## config.mk

```make
export PLATFORM = sky130hd
export DESIGN_NAME = obstacle_gen_flat
export DESIGN_NICKNAME = d
export VERILOG_FILES = /design/src/rtl/obstacle_gen_if.sv /design/src/rtl/obstacle_gen.sv /design/src/flat_wrapper.sv
export SDC_FILE = /design/constraint.sdc
export NUM_CORES = 1
export LEC_CHECK = 0
export CAP_MARGIN = 25
export CORE_MARGIN = 2
export CORE_UTILIZATION = 58
export DETAILED_ROUTE_END_ITERATION = 6
export MAX_ROUTING_LAYER = met4
export PLACE_DENSITY = 0.8
export REMOVE_ABC_BUFFERS = 1
export SLEW_MARGIN = 20
export SYNTH_ARGS = -nofsm -noshare
export SYNTH_HDL_FRONTEND = slang
export SYNTH_SLANG_ARGS = --single-unit
export TNS_END_PERCENT = 50
```

## constraint.sdc

```tcl
create_clock -name clk -period 3.4 [get_ports clk]
set_clock_uncertainty 0.15 [all_clocks]
set_input_delay 0.68 -clock clk [delete_from_list [all_inputs] [get_ports clk]]
set_output_delay 0.68 -clock clk [all_outputs]
set_load 0.005 [all_outputs]
```

## src/rtl/obstacle_gen_if.sv

```systemverilog
// obstacle_gen_if: game-control inputs and obstacle descriptor outputs of obstacle_gen.
interface obstacle_gen_if;
    logic        tick;
    logic        run;
    logic [3:0]  speed;
    logic        bird_en;
    logic [14:0] obstacle;
    logic        spawn;
    logic        passed;
    modport master (output tick, run, speed, bird_en, input obstacle, spawn, passed);
    modport slave  (input tick, run, speed, bird_en, output obstacle, spawn, passed);
endinterface

```

## src/rtl/obstacle_gen.sv

```systemverilog
// obstacle_gen: random-gap obstacle spawner/scroller producing {en, type, col}.
// Define OBSTGEN_BIRD_EN to let bird_en enable bird types; otherwise only cacti.
module obstacle_gen #(
    parameter int          SCREEN_W = 640,
    parameter int          MIN_GAP  = 40,
    parameter int          GAP_BITS = 6,
    parameter logic [15:0] SEED     = 16'hACE1
) (
    input logic           clk,
    input logic           rst,
    obstacle_gen_if.slave bus
);
    typedef enum logic [1:0] {IDLE, GAP, MOVE} state_t;
    localparam logic [15:0] GAP_MASK = 16'((1 << GAP_BITS) - 1);
    localparam logic [3:0] TYPE_BIRD [16] = '{4'd1, 4'd1, 4'd2, 4'd2, 4'd3, 4'd5, 4'd5, 4'd6,
                                              4'd6, 4'd7, 4'd9, 4'd9, 4'd10, 4'd10, 4'd11, 4'd11};
    localparam logic [3:0] TYPE_CACT [16] = '{4'd1, 4'd1, 4'd2, 4'd2, 4'd3, 4'd5, 4'd5, 4'd6,
                                              4'd6, 4'd7, 4'd1, 4'd2, 4'd3, 4'd5, 4'd6, 4'd7};
    state_t      state, state_n;
    logic [15:0] lfsr, lfsr_n, gap, gap_n, gap_load;
    logic [14:0] obst, obst_n;
    logic        spawn, spawn_n, passed, passed_n, q, birds;
    logic [3:0]  sp_type;
    logic [9:0]  col, width, sp_col;
`ifdef OBSTGEN_BIRD_EN
    assign birds = bus.bird_en;
`else
    logic unused_bird_en;
    assign unused_bird_en = bus.bird_en;
    assign birds = 1'b0;
`endif
    assign q        = bus.tick & bus.run;
    assign col      = obst[9:0];
    assign gap_load = 16'(MIN_GAP) + ((lfsr >> 4) & GAP_MASK);
    assign sp_type  = birds ? TYPE_BIRD[lfsr[3:0]] : TYPE_CACT[lfsr[3:0]];
    assign width    = sp_type == 4'd1 ? 10'd17 : sp_type == 4'd2 ? 10'd34 :
                      sp_type == 4'd3 ? 10'd51 : sp_type == 4'd5 ? 10'd25 :
                      sp_type == 4'd6 ? 10'd50 : sp_type == 4'd7 ? 10'd75 : 10'd46;
    assign sp_col   = 10'(SCREEN_W) + width;
    assign lfsr_n   = q ? {lfsr[0] ^ lfsr[2] ^ lfsr[3] ^ lfsr[5], lfsr[15:1]} : lfsr;
    always_ff @(posedge clk) begin
        if (rst) begin
            state  <= IDLE;
            lfsr   <= SEED;
            gap    <= '0;
            obst   <= '0;
            spawn  <= 1'b0;
            passed <= 1'b0;
        end else begin
            state  <= state_n;
            lfsr   <= lfsr_n;
            gap    <= gap_n;
            obst   <= obst_n;
            spawn  <= spawn_n;
            passed <= passed_n;
        end
    end
    // retire test precedes subtraction, so col never wraps
    always_comb begin
        state_n  = state;
        gap_n    = gap;
        obst_n   = obst;
        spawn_n  = 1'b0;
        passed_n = 1'b0;
        if (q) begin
            case (state)
                IDLE: begin
                    gap_n   = gap_load;
                    state_n = GAP;
                end
                GAP: begin
                    if (gap != '0) begin
                        gap_n = gap - 16'd1;
                    end else begin
                        obst_n  = {1'b1, sp_type, sp_col};
                        spawn_n = 1'b1;
                        state_n = MOVE;
                    end
                end
                MOVE: begin
                    if (col > 10'(bus.speed)) begin
                        obst_n = {obst[14:10], col - 10'(bus.speed)};
                    end else begin
                        obst_n   = '0;
                        passed_n = 1'b1;
                        gap_n    = gap_load;
                        state_n  = GAP;
                    end
                end
                default: state_n = IDLE;
            endcase
        end
    end
    assign bus.obstacle = obst;
    assign bus.spawn    = spawn;
    assign bus.passed   = passed;
endmodule
```

## src/flat_wrapper.sv

```systemverilog
// flat-port wrapper written by rule: the top's interface ports become plain ports
module obstacle_gen_flat 
#(
    parameter int          SCREEN_W = 640,
    parameter int          MIN_GAP  = 40,
    parameter int          GAP_BITS = 6,
    parameter logic [15:0] SEED     = 16'hACE1
)
  (clk, rst, bus_tick, bus_run, bus_speed, bus_bird_en, bus_obstacle, bus_spawn, bus_passed);
  obstacle_gen_if bus_i ();
  input logic clk;
  input logic rst;
  input wire logic [$bits(bus_i.tick)-1:0] bus_tick;
  input wire logic [$bits(bus_i.run)-1:0] bus_run;
  input wire logic [$bits(bus_i.speed)-1:0] bus_speed;
  input wire logic [$bits(bus_i.bird_en)-1:0] bus_bird_en;
  output wire logic [$bits(bus_i.obstacle)-1:0] bus_obstacle;
  output wire logic [$bits(bus_i.spawn)-1:0] bus_spawn;
  output wire logic [$bits(bus_i.passed)-1:0] bus_passed;
  assign bus_i.tick = bus_tick;
  assign bus_i.run = bus_run;
  assign bus_i.speed = bus_speed;
  assign bus_i.bird_en = bus_bird_en;
  assign bus_obstacle = bus_i.obstacle;
  assign bus_spawn = bus_i.spawn;
  assign bus_passed = bus_i.passed;
  obstacle_gen #(.SCREEN_W(SCREEN_W), .MIN_GAP(MIN_GAP), .GAP_BITS(GAP_BITS), .SEED(SEED)) u_core (.clk(clk), .rst(rst), .bus(bus_i));
endmodule
```

# Word level (Yosys, flattened, before mapping)
# Memories as Yosys holds them, arrays and structs flattened.
# Index checks and enable logic that the tools add are counted.
# totals
regBits	51
rom_bits	64
input_bits	9
word_cells	62
mem_count	1
# classes
n_addsub	4
magnitude_cmp	2
eq_ne	11
n_mux	19
n_bitwise	8
n_reduce_logical	10
# mem_list
memory	depth	word_bits	read_ports	rd_clocked_by_memory_dff	write_ports	line_no	source
(name not given)	16	4	1	0	0	obstacle_gen.sv:35	assign sp_type = birds ? TYPE_BIRD[lfsr[3:0]] : TYPE_CACT[lfsr[3:0]];
# op_table
cell	count
two-way mux 10 bit	5
case mux 16 bit (3 select lines)	1
two-way mux 16 bit	2
two-way mux 15 bit	2
case mux 15 bit (2 select lines)	1
nonzero test 16 bit	1
subtractor 16 x 1 -> 16 bit, second input constant	1
== test 4 x 3 -> 1 bit, second input constant	3
adder 10 bit, first input constant	1
greater-than comparator 10 x 4 -> 1 bit	1
subtractor 10 x 4 -> 10 bit	1
== test 4 x 2 -> 1 bit, second input constant	2
two-way mux 4 bit	2
AND reduction 4 bit	2
adder 6 x 6 -> 7 bit, first input constant	1
two-way mux 7 bit	1
case mux 2 bit (3 select lines)	1
AND reduction 3 bit	2
OR reduction 3 bit	2
>= comparator 5 bit, second input constant	1
NOT 4 -> 5 bit	1
== test 4 x 1 -> 1 bit, second input constant	1
two-way mux 2 bit	2
inequality test 2 bit, second input constant	2
other kinds (10)	15

# Depth between registers and ports, before layout
# Gate-level depths: netlist of the first run.
# logic_depth
ltp_word	14
ltp_mapped	10
depth_no_buf	9

# Least setup slack after synthesis of the first run
# No wires, ideal clock.
# synth_path
path_type	input -> register
startpoint	input bus_speed[0]
endpoint	register u_core.gap[10]
setup_time_ns	0.070
arrival_time_ns	2.700
required_time_ns	3.180
slack_ns	0.480
stages	9
path_cell_list	ha_1 -> inv_1 -> fa_1 -> a21o_1 -> a21o_1 -> a211o_1 -> clkbuf_1 -> or4_1 -> a21oi_1
# synth_between
elab_chain_cells	3
# synth_lines
item	line_no	source
from (decl)	flat_wrapper.sv:15	input wire logic [$bits(bus_i.speed)-1:0] bus_speed;
greater-than comparator 10 x 4 -> 1 bit	obstacle_gen.sv:81	if (col > 10'(bus.speed)) begin
inequality test 2 bit (no source line)	n/a	
AND reduction 4 bit (no source line)	n/a	
to (signal assigned)	obstacle_gen.sv:52	gap <= gap_n;
to (decl)	obstacle_gen.sv:20	logic [15:0] lfsr, lfsr_n, gap, gap_n, gap_load;
# Every way passes these cells.
# A chain may end at the register's enable or synchronous reset.

# Final worst setup path of the first run
# Ends and elaborated chain as after synthesis.

==> metrics.md, run 1 <==
| Metric | Value |
|---|---|
| Die Wd | `75.1 microns` |
| GPL Wtd Cong | `0.897` |
| Critical-path top delay cell | `or4_1` |
| Initial DRC count | `228` |
| Routed len/inst | `15.4 microns` |
| Cts hold-fix bufs | `0` |
| Max-cap violations | `0` |
| Crit start category | `input port` |
| Pin count of the biggest net entering global routing | `20` |
| Clock buffer count from CTS | `5` |
| Flops & latches, synth | `50` |
| Cell Chain, Critical Path | `clkdlybuf4s50_1 > ha_1 > inv_1 > fa_1 > a21o_1 > a21o_1 > a211o_1 > buf_4 > or4_1 > a21oi_1` |
| Vias per cell | `6.20` |
| Root buffer cell | `clkbuf_8` |
| Final Util | `71.0%` |
| Cell mode on critical path | `a21o_1` |
| Crit path kind | `input port to flip-flop` |
| Area delta synth->final | `16.0%` |
| Clock Sink Count | `50` |
| Mapped cell area | `0.00293 sq mm` |
| Leakage power | `1.29 nW` |
| TNS Setup | `0 ns` |
| Final Critical Period | `3.10 ns` |
| CTS tree | `built` |
| Area after DPL | `0.00330 sq mm` |
| Crit-path max cell delay | `0.47 ns` |
| Die height | `75.1 microns` |
| Slew Viols, Final | `0` |
| Post-placement cell count | `447` |
| Core region area | `0.00479 sq mm` |
| First-pass GRT wire length | `11900 microns` |
| Overall power | `1.36 mW` |
| Final hold violations | `0` |
| CP max FO | `6` |
| Status | `completed` |
| Slew headroom | `59.2%` |
| Fill count | `377` |
| Top FF cell, synth | `dfxtp_1` |
| Slew @ Worst Pin | `0.611 ns` |
| GRT Total Usage | `28.2%` |
| Pre-CTS worst setup slack | `-0.0135 ns` |
| Diodes inserted | `0` |
| Worst hold slack | `0.310 ns` |
| Clock Tree Buf Depth | `2` |
| Die area | `0.00563 sq mm` |
| HPWL after DPL | `5140 microns` |
| Nature of the critical path endpoint | `flip-flop` |
| Hold Crit Class | `flip-flop to flip-flop` |
| Non-Filler Instances | `455` |
| Share of synthesized registers carrying an async set or reset | `0%` |
| # nets final | `412` |
| Design area | `0.00340 sq mm` |
| Avg Synthesized Cell Area | `8.14 sq um` |
| Cells after Synth | `360` |
| Initial antenna violation count | `0` |
| Synth Warn # | `0` |
| Distinct cells, synth | `56` |
| FP Rows | `25` |
| Final setup margin | `0.301 ns` |
| Vias in the first global route | `2544` |
| Max Freq | `323 MHz` |
| Worst Path Arrival | `3.20 ns` |
| Setup bufs post-CTS | `0` |
| Peak supply drop | `0.272 mV` |
| Clk_lat worst skew | `0.31 ns` |
| Gr ovfl total | `0` |
| EDFF count, synth | `0` |
| Post-cts resize count | `0` |
| Antenna Nets Post-Route | `0` |
| RSZ-0062 raised after global routing | `no` |
| Clock Pin Slew Worst Setup and Hold Paths | `0.10 ns` |
| WL final | `7030 microns` |
| # setup viols final | `0` |
| CP required | `3.50 ns` |
| Sequential element share of the synthesized area | `34.2%` |
| Top Ports | `26` |
| Share of cells above drive strength 1 | `11.3%` |
| Final critical-path share of the clock period | `91.1%` |
| Pre-antenna DRT Iters | `5` |
| Pwr dens | `400 mW/mm^2` |
| Starting Density | `61.2%` |
| DRC Markers | `0` |
| PortBufs | `23` |
| H-tree Lvls | `2` |
| Vias | `2822` |
[worst max-delay path: cells and delay by family]
family | cells | cell delay, ns
AOI/OAI and AO/OA | 4 | 0.84
buffers and inverters | 3 | 0.67
and+or+nand+nor | 1 | 0.47
adders and majority gates | 2 | 0.53
[cell type report]
type / count / area (sq um) / share of cell area [%]
sequential: 50 / 1000 / 29.5
tap: 67 / 83.8 / 2.47
multi-input combinational: 267 / 1760 / 51.8
inverter: 19 / 71.3 / 2.10
clock buffer: 5 / 68.8 / 2.03
clock inverter: 3 / 23.8 / 0.700
timing repair buffer: 44 / 388 / 11.4
[worst paths after layout]
check                               start                                  end  slack, ns  depth (start not counted)
max                          bus_speed[0]          u_core.gap[10]$_SDFFE_PP0P_       0.30                         10
min          u_core.lfsr[10]$_SDFFE_PP1P_          u_core.lfsr[9]$_SDFFE_PP0P_       0.31                          2
min reg2reg  u_core.lfsr[10]$_SDFFE_PP1P_          u_core.lfsr[9]$_SDFFE_PP0P_       0.31                          2
max reg2reg    u_core.gap[0]$_SDFFE_PP0P_  u_core.bus.obstacle[8]$_SDFFE_PP0P_       0.50                          7
[metal layers]
metal / track usage, % / part of all wire [%] / vias to the layer above
met3: 4.02 / 6.2 / 10
met1: 36.9 / 44 / 1314
li1: - / - / 1384
met5: - / 0 / -
met4: 8.93 / 1.1 / 0
met2: 44.9 / 49 / 114
[cells in the final DEF (no fill, tap or decap), types with 5 or more instances in the layout]
master           instances
ha_1                    15
clkdlybuf4s50_1         23
xnor2_1                  5
buf_4                   21
nand2_1                 44
o211ai_1                 5
o31ai_1                  9
clkbuf_8                 5
or3_1                    6
or4_1                   11
a21oi_1                 43
o21ai_0                 18
nor3_1                  10
nor2_1                  11
dfxtp_1                 50
inv_1                   19
nand3_1                 13
a211oi_1                 7
[cell families (layout without fill, tap and decap cells)]
kind of cell / after synthesis / count (layout) / synth area share [%]
compound gates: 116 / 116 / 25.5
xor+xnor: 6 / 6 / 1.79
fa+ha+maj: 16 / 16 / 7.09
buf+inv: 43 / 71 / 5.72
flops: 50 / 50 / 34.2
mux: 7 / 7 / 3.67
other cells: 1 / 1 / 0.128
simple gates: 121 / 121 / 22.0
[power breakdown]
| part | internal [mW] | switching, mW |
|---|---|---|
| logic | 0.147 | 0.198 |
| clock network | 0.147 | 0.212 |
| registers | 0.619 | 0.0342 |
| total | 0.914 | 0.445 |
[cells in the mapped netlist (2+ instances only)]
library cell / number / area (sq um)
xnor2_1: 5 / 43.8
o2111ai_1: 2 / 17.5
and2_1: 2 / 12.5
inv_1: 19 / 71.3
mux2i_1: 4 / 40.0
mux4_2: 3 / 67.6
ha_1: 15 / 188
o211ai_1: 5 / 37.5
nor3_1: 10 / 50.1
buf_2: 2 / 10.0
or2_2: 2 / 12.5
o32ai_1: 2 / 17.5
o21ai_0: 18 / 90.1
o31a_1: 2 / 17.5
clkbuf_1: 20 / 75.1
a21oi_1: 43 / 215
a31o_2: 2 / 17.5
dfxtp_1: 50 / 1000
nand2b_1: 3 / 18.8
nand4_1: 3 / 18.8
o21a_1: 4 / 30.0
a21o_1: 4 / 30.0
o31ai_1: 9 / 67.6
or4_1: 11 / 82.6
or3_1: 6 / 37.5
nand2_1: 44 / 165
a31oi_1: 4 / 25.0
nor2b_1: 2 / 12.5
o41ai_1: 4 / 35.0
nor2_1: 11 / 41.3
a211oi_1: 7 / 52.6
or4b_2: 4 / 40.0
nor4_1: 3 / 18.8
nand3_1: 13 / 65.1
[sequential cells by signal, summed over array words and instances, names as in the netlist]
signal               count
u_core.bus.spawn         1
u_core.bus.passed        1
u_core.state             2
u_core.bus.obstacle     14
u_core.lfsr             16
u_core.gap              16
(Power assumes the default switching activity.)
==> run 2: changes to the inputs <==
Settings changed: CORE_ASPECT_RATIO set to 1.4, RECOVER_POWER set to 100.
==> run 2 against run 1 <==
  * Combinational power shrank 3%
  * Critical path depth unchanged
  * Highest routed layer unchanged
  * Setup slack worse by 0.079 ns
  * Critical path type unchanged
  * Maximum frequency is 2.5% lower
  * Via count down 1.2%
==> metrics.md, run 2 (synthesis results as in run 1) <==
| Metric | Value |
|---|---|
| H-tree Lvls | `2 (unchanged)` |
| Diodes inserted | `0 (unchanged)` |
| WL final | `6970 microns (-0.75%)` |
| GPL Wtd Cong | `0.898 (about the same)` |
| Status | `completed` |
| Nature of the critical path endpoint | `flip-flop` |
| Initial antenna violation count | `0 (unchanged)` |
| Final critical-path share of the clock period | `93.5% (+2.3 points)` |
| CP required | `3.48 ns (-0.02 ns)` |
| Root buffer cell | `clkbuf_8` |
| Pre-CTS worst setup slack | `-0.0138 ns (-0.000329 ns)` |
| Final setup margin | `0.223 ns (-0.0787 ns)` |
| # nets final | `410 (-0.49%)` |
| Clock Tree Buf Depth | `2 (unchanged)` |
| Worst hold endpoint | `u_core.lfsr[9]$_SDFFE_PP0P_` |
| Slew Viols, Final | `0 (unchanged)` |
| Vias in the first global route | `2690 (+5.7%)` |
| Pre-antenna DRT Iters | `4 (-1)` |
| Final Critical Period | `3.18 ns (+0.0787 ns)` |
| FF-to-FF path depth | `8 (+1)` |
| Crit path kind | `input port to flip-flop` |
| Crit start category | `input port` |
| Initial DRC count | `195 (-14%)` |
| R2R Path Start | `u_core.gap[0]$_SDFFE_PP0P_` |
| CP max FO | `7 (+1)` |
| Top Ports | `26 (unchanged)` |
| Hold Crit Class | `flip-flop to flip-flop` |
| Met1 Use GR | `29.9% (-7.0 points)` |
| Fill count | `405 (+7.4%)` |
| Cts hold-fix bufs | `0 (unchanged)` |
| Overall power | `1.34 mW (-1.0%)` |
| FP Rows | `30 (+20%)` |
| Final Util | `69.1% (-1.8 points)` |
| Post-cts resize count | `0 (unchanged)` |
| Grt peak-use layer | `met2` |
| Met3 usage | `4.37% (+0.35 points)` |
| Pin count of the biggest net entering global routing | `24 (+20%)` |
| Setup bufs post-CTS | `0 (unchanged)` |
| R2r endpoint | `u_core.bus.obstacle[5]$_SDFFE_PP0P_` |
| HPWL after DPL | `5060 microns (-1.5%)` |
| Routed len/inst | `15.5 microns (+0.35%)` |
| Met2 usage | `48.4% (+3.5 points)` |
| Die Wd | `64.1 microns (-15%)` |
| Slew @ Worst Pin | `0.944 ns (+0.333 ns)` |
| RSZ-0062 raised after global routing | `no` |
| Gr ovfl total | `0 (unchanged)` |
| Max-cap violations | `0 (unchanged)` |
| Antenna Nets Post-Route | `0 (unchanged)` |
| R2r setup slk | `0.24 ns (-0.26 ns)` |
| Clock Sink Count | `50 (unchanged)` |
| DRC Markers | `0 (unchanged)` |
| Hold-critical path depth | `2 (unchanged)` |
| Clk_lat worst skew | `0.31 ns (about the same)` |
| PortBufs | `23 (unchanged)` |
| Max Freq | `315 MHz (-2.5%)` |
| Most frequent cells in the layout | `50 x dfxtp_1, 44 x nand2_1, 43 x a21oi_1` |
| Final hold violations | `0 (unchanged)` |
| Vias per cell | `6.20 (-0.11%)` |
| Vias | `2788 (-1.2%)` |
| Clock Pin Slew Worst Setup and Hold Paths | `0.09 ns (about the same)` |
| Die height | `88.1 microns (+17%)` |
| Starting Density | `60.5% (-0.71 points)` |
| GRT Total Usage | `27.3% (-0.86 points)` |
| Core region area | `0.00484 sq mm (+1.2%)` |
| Clock buffer count from CTS | `5 (unchanged)` |
| Share of cells above drive strength 1 | `8.81% (-2.5 points)` |
| Slew headroom | `37.1% (-22 points)` |
| Die area | `0.00564 sq mm (+0.14%)` |
| First-pass GRT wire length | `11900 microns (-0.29%)` |
| Commonest non-fill, non-tap cell in the layout | `dfxtp_1` |
| Worst Path Arrival | `3.26 ns (+0.06 ns)` |
| Origin of the worst min-delay path | `u_core.lfsr[10]$_SDFFE_PP1P_` |
| Peak supply drop | `0.216 mV (-20%)` |
| Pwr dens | `402 mW/mm^2 (+0.40%)` |
| CTS tree | `built` |
| # setup viols final | `0 (unchanged)` |
| Area delta synth->final | `14.3%` |
| Leakage power | `1.32 nW (+2.3%)` |
-- run 2: how the worst max path moves through the flow --
stage	from	end	slack, ns	depth (start not counted)
global route	u_core.gap[0]$_SDFFE_PP0P_	u_core.bus.obstacle[5]$_SDFFE_PP0P_	0.10	8
detailed placement	bus_speed[0]	u_core.gap[8]$_SDFFE_PP0P_	-0.01	9
finish	bus_speed[0]	u_core.bus.obstacle[8]$_SDFFE_PP0P_	0.22	10
floorplan	bus_speed[0]	u_core.gap[1]$_SDFFE_PP0P_	0.33	8
global placement	bus_speed[0]	u_core.gap[8]$_SDFFE_PP0P_	0.02	9
CTS	bus_speed[0]	u_core.gap[7]$_SDFFE_PP0P_	0.29	10
-- run 2: metal layers --
| layer | vias up | part of all wire (%) |
|---|---|---|
| li1 | 1383 | - |
| met1 | 1327 | 42 |
| met2 | 62 | 52 |
| met3 | 16 | 3.2 |
| met4 | 0 | 2.7 |
| met5 | - | 0 |
-- run 2: layout make-up --
cell class | instances | area, sq um | share of cell area, %
repair buffers | 42 | 348 | 10.4
clock inverters | 1 | 5.00 | 0.149
well taps | 64 | 80.1 | 2.39
multi-input cells | 267 | 1760 | 52.5
clock buffers | 7 | 86.3 | 2.58
flip-flops and latches | 50 | 1000 | 29.9
inverters | 19 | 71.3 | 2.13
-- run 2: worst max-delay path, stage by stage --
cell and delay (ns):
dlygate4sd3_1 0.52, ha_1 0.16, inv_1 0.06, fa_1 0.38, a21o_1 0.20, a21o_1 0.19, clkbuf_1 0.17, or2_2 0.34
or4_1 0.40, a31oi_1 0.16
-- run 2: through the flow --
step	hold slack, ns	instances	setup TNS (ns)	area (sq um)
floorplan	0.276	336	0	2830
global placement	0.286	442	0	3290
detailed placement	0.297	442	-0.0184	3290
CTS	0.310	450	0	3380
global route	0.330	450	0	3350
finish	0.305	450	0	3350
-- run 2: report_power, final --
group	internal, mW	switching [mW]	leakage (nW)
Combinational	0.139	0.195	0.862
Clock	0.165	0.194	0.0482
Sequential	0.619	0.0330	0.408
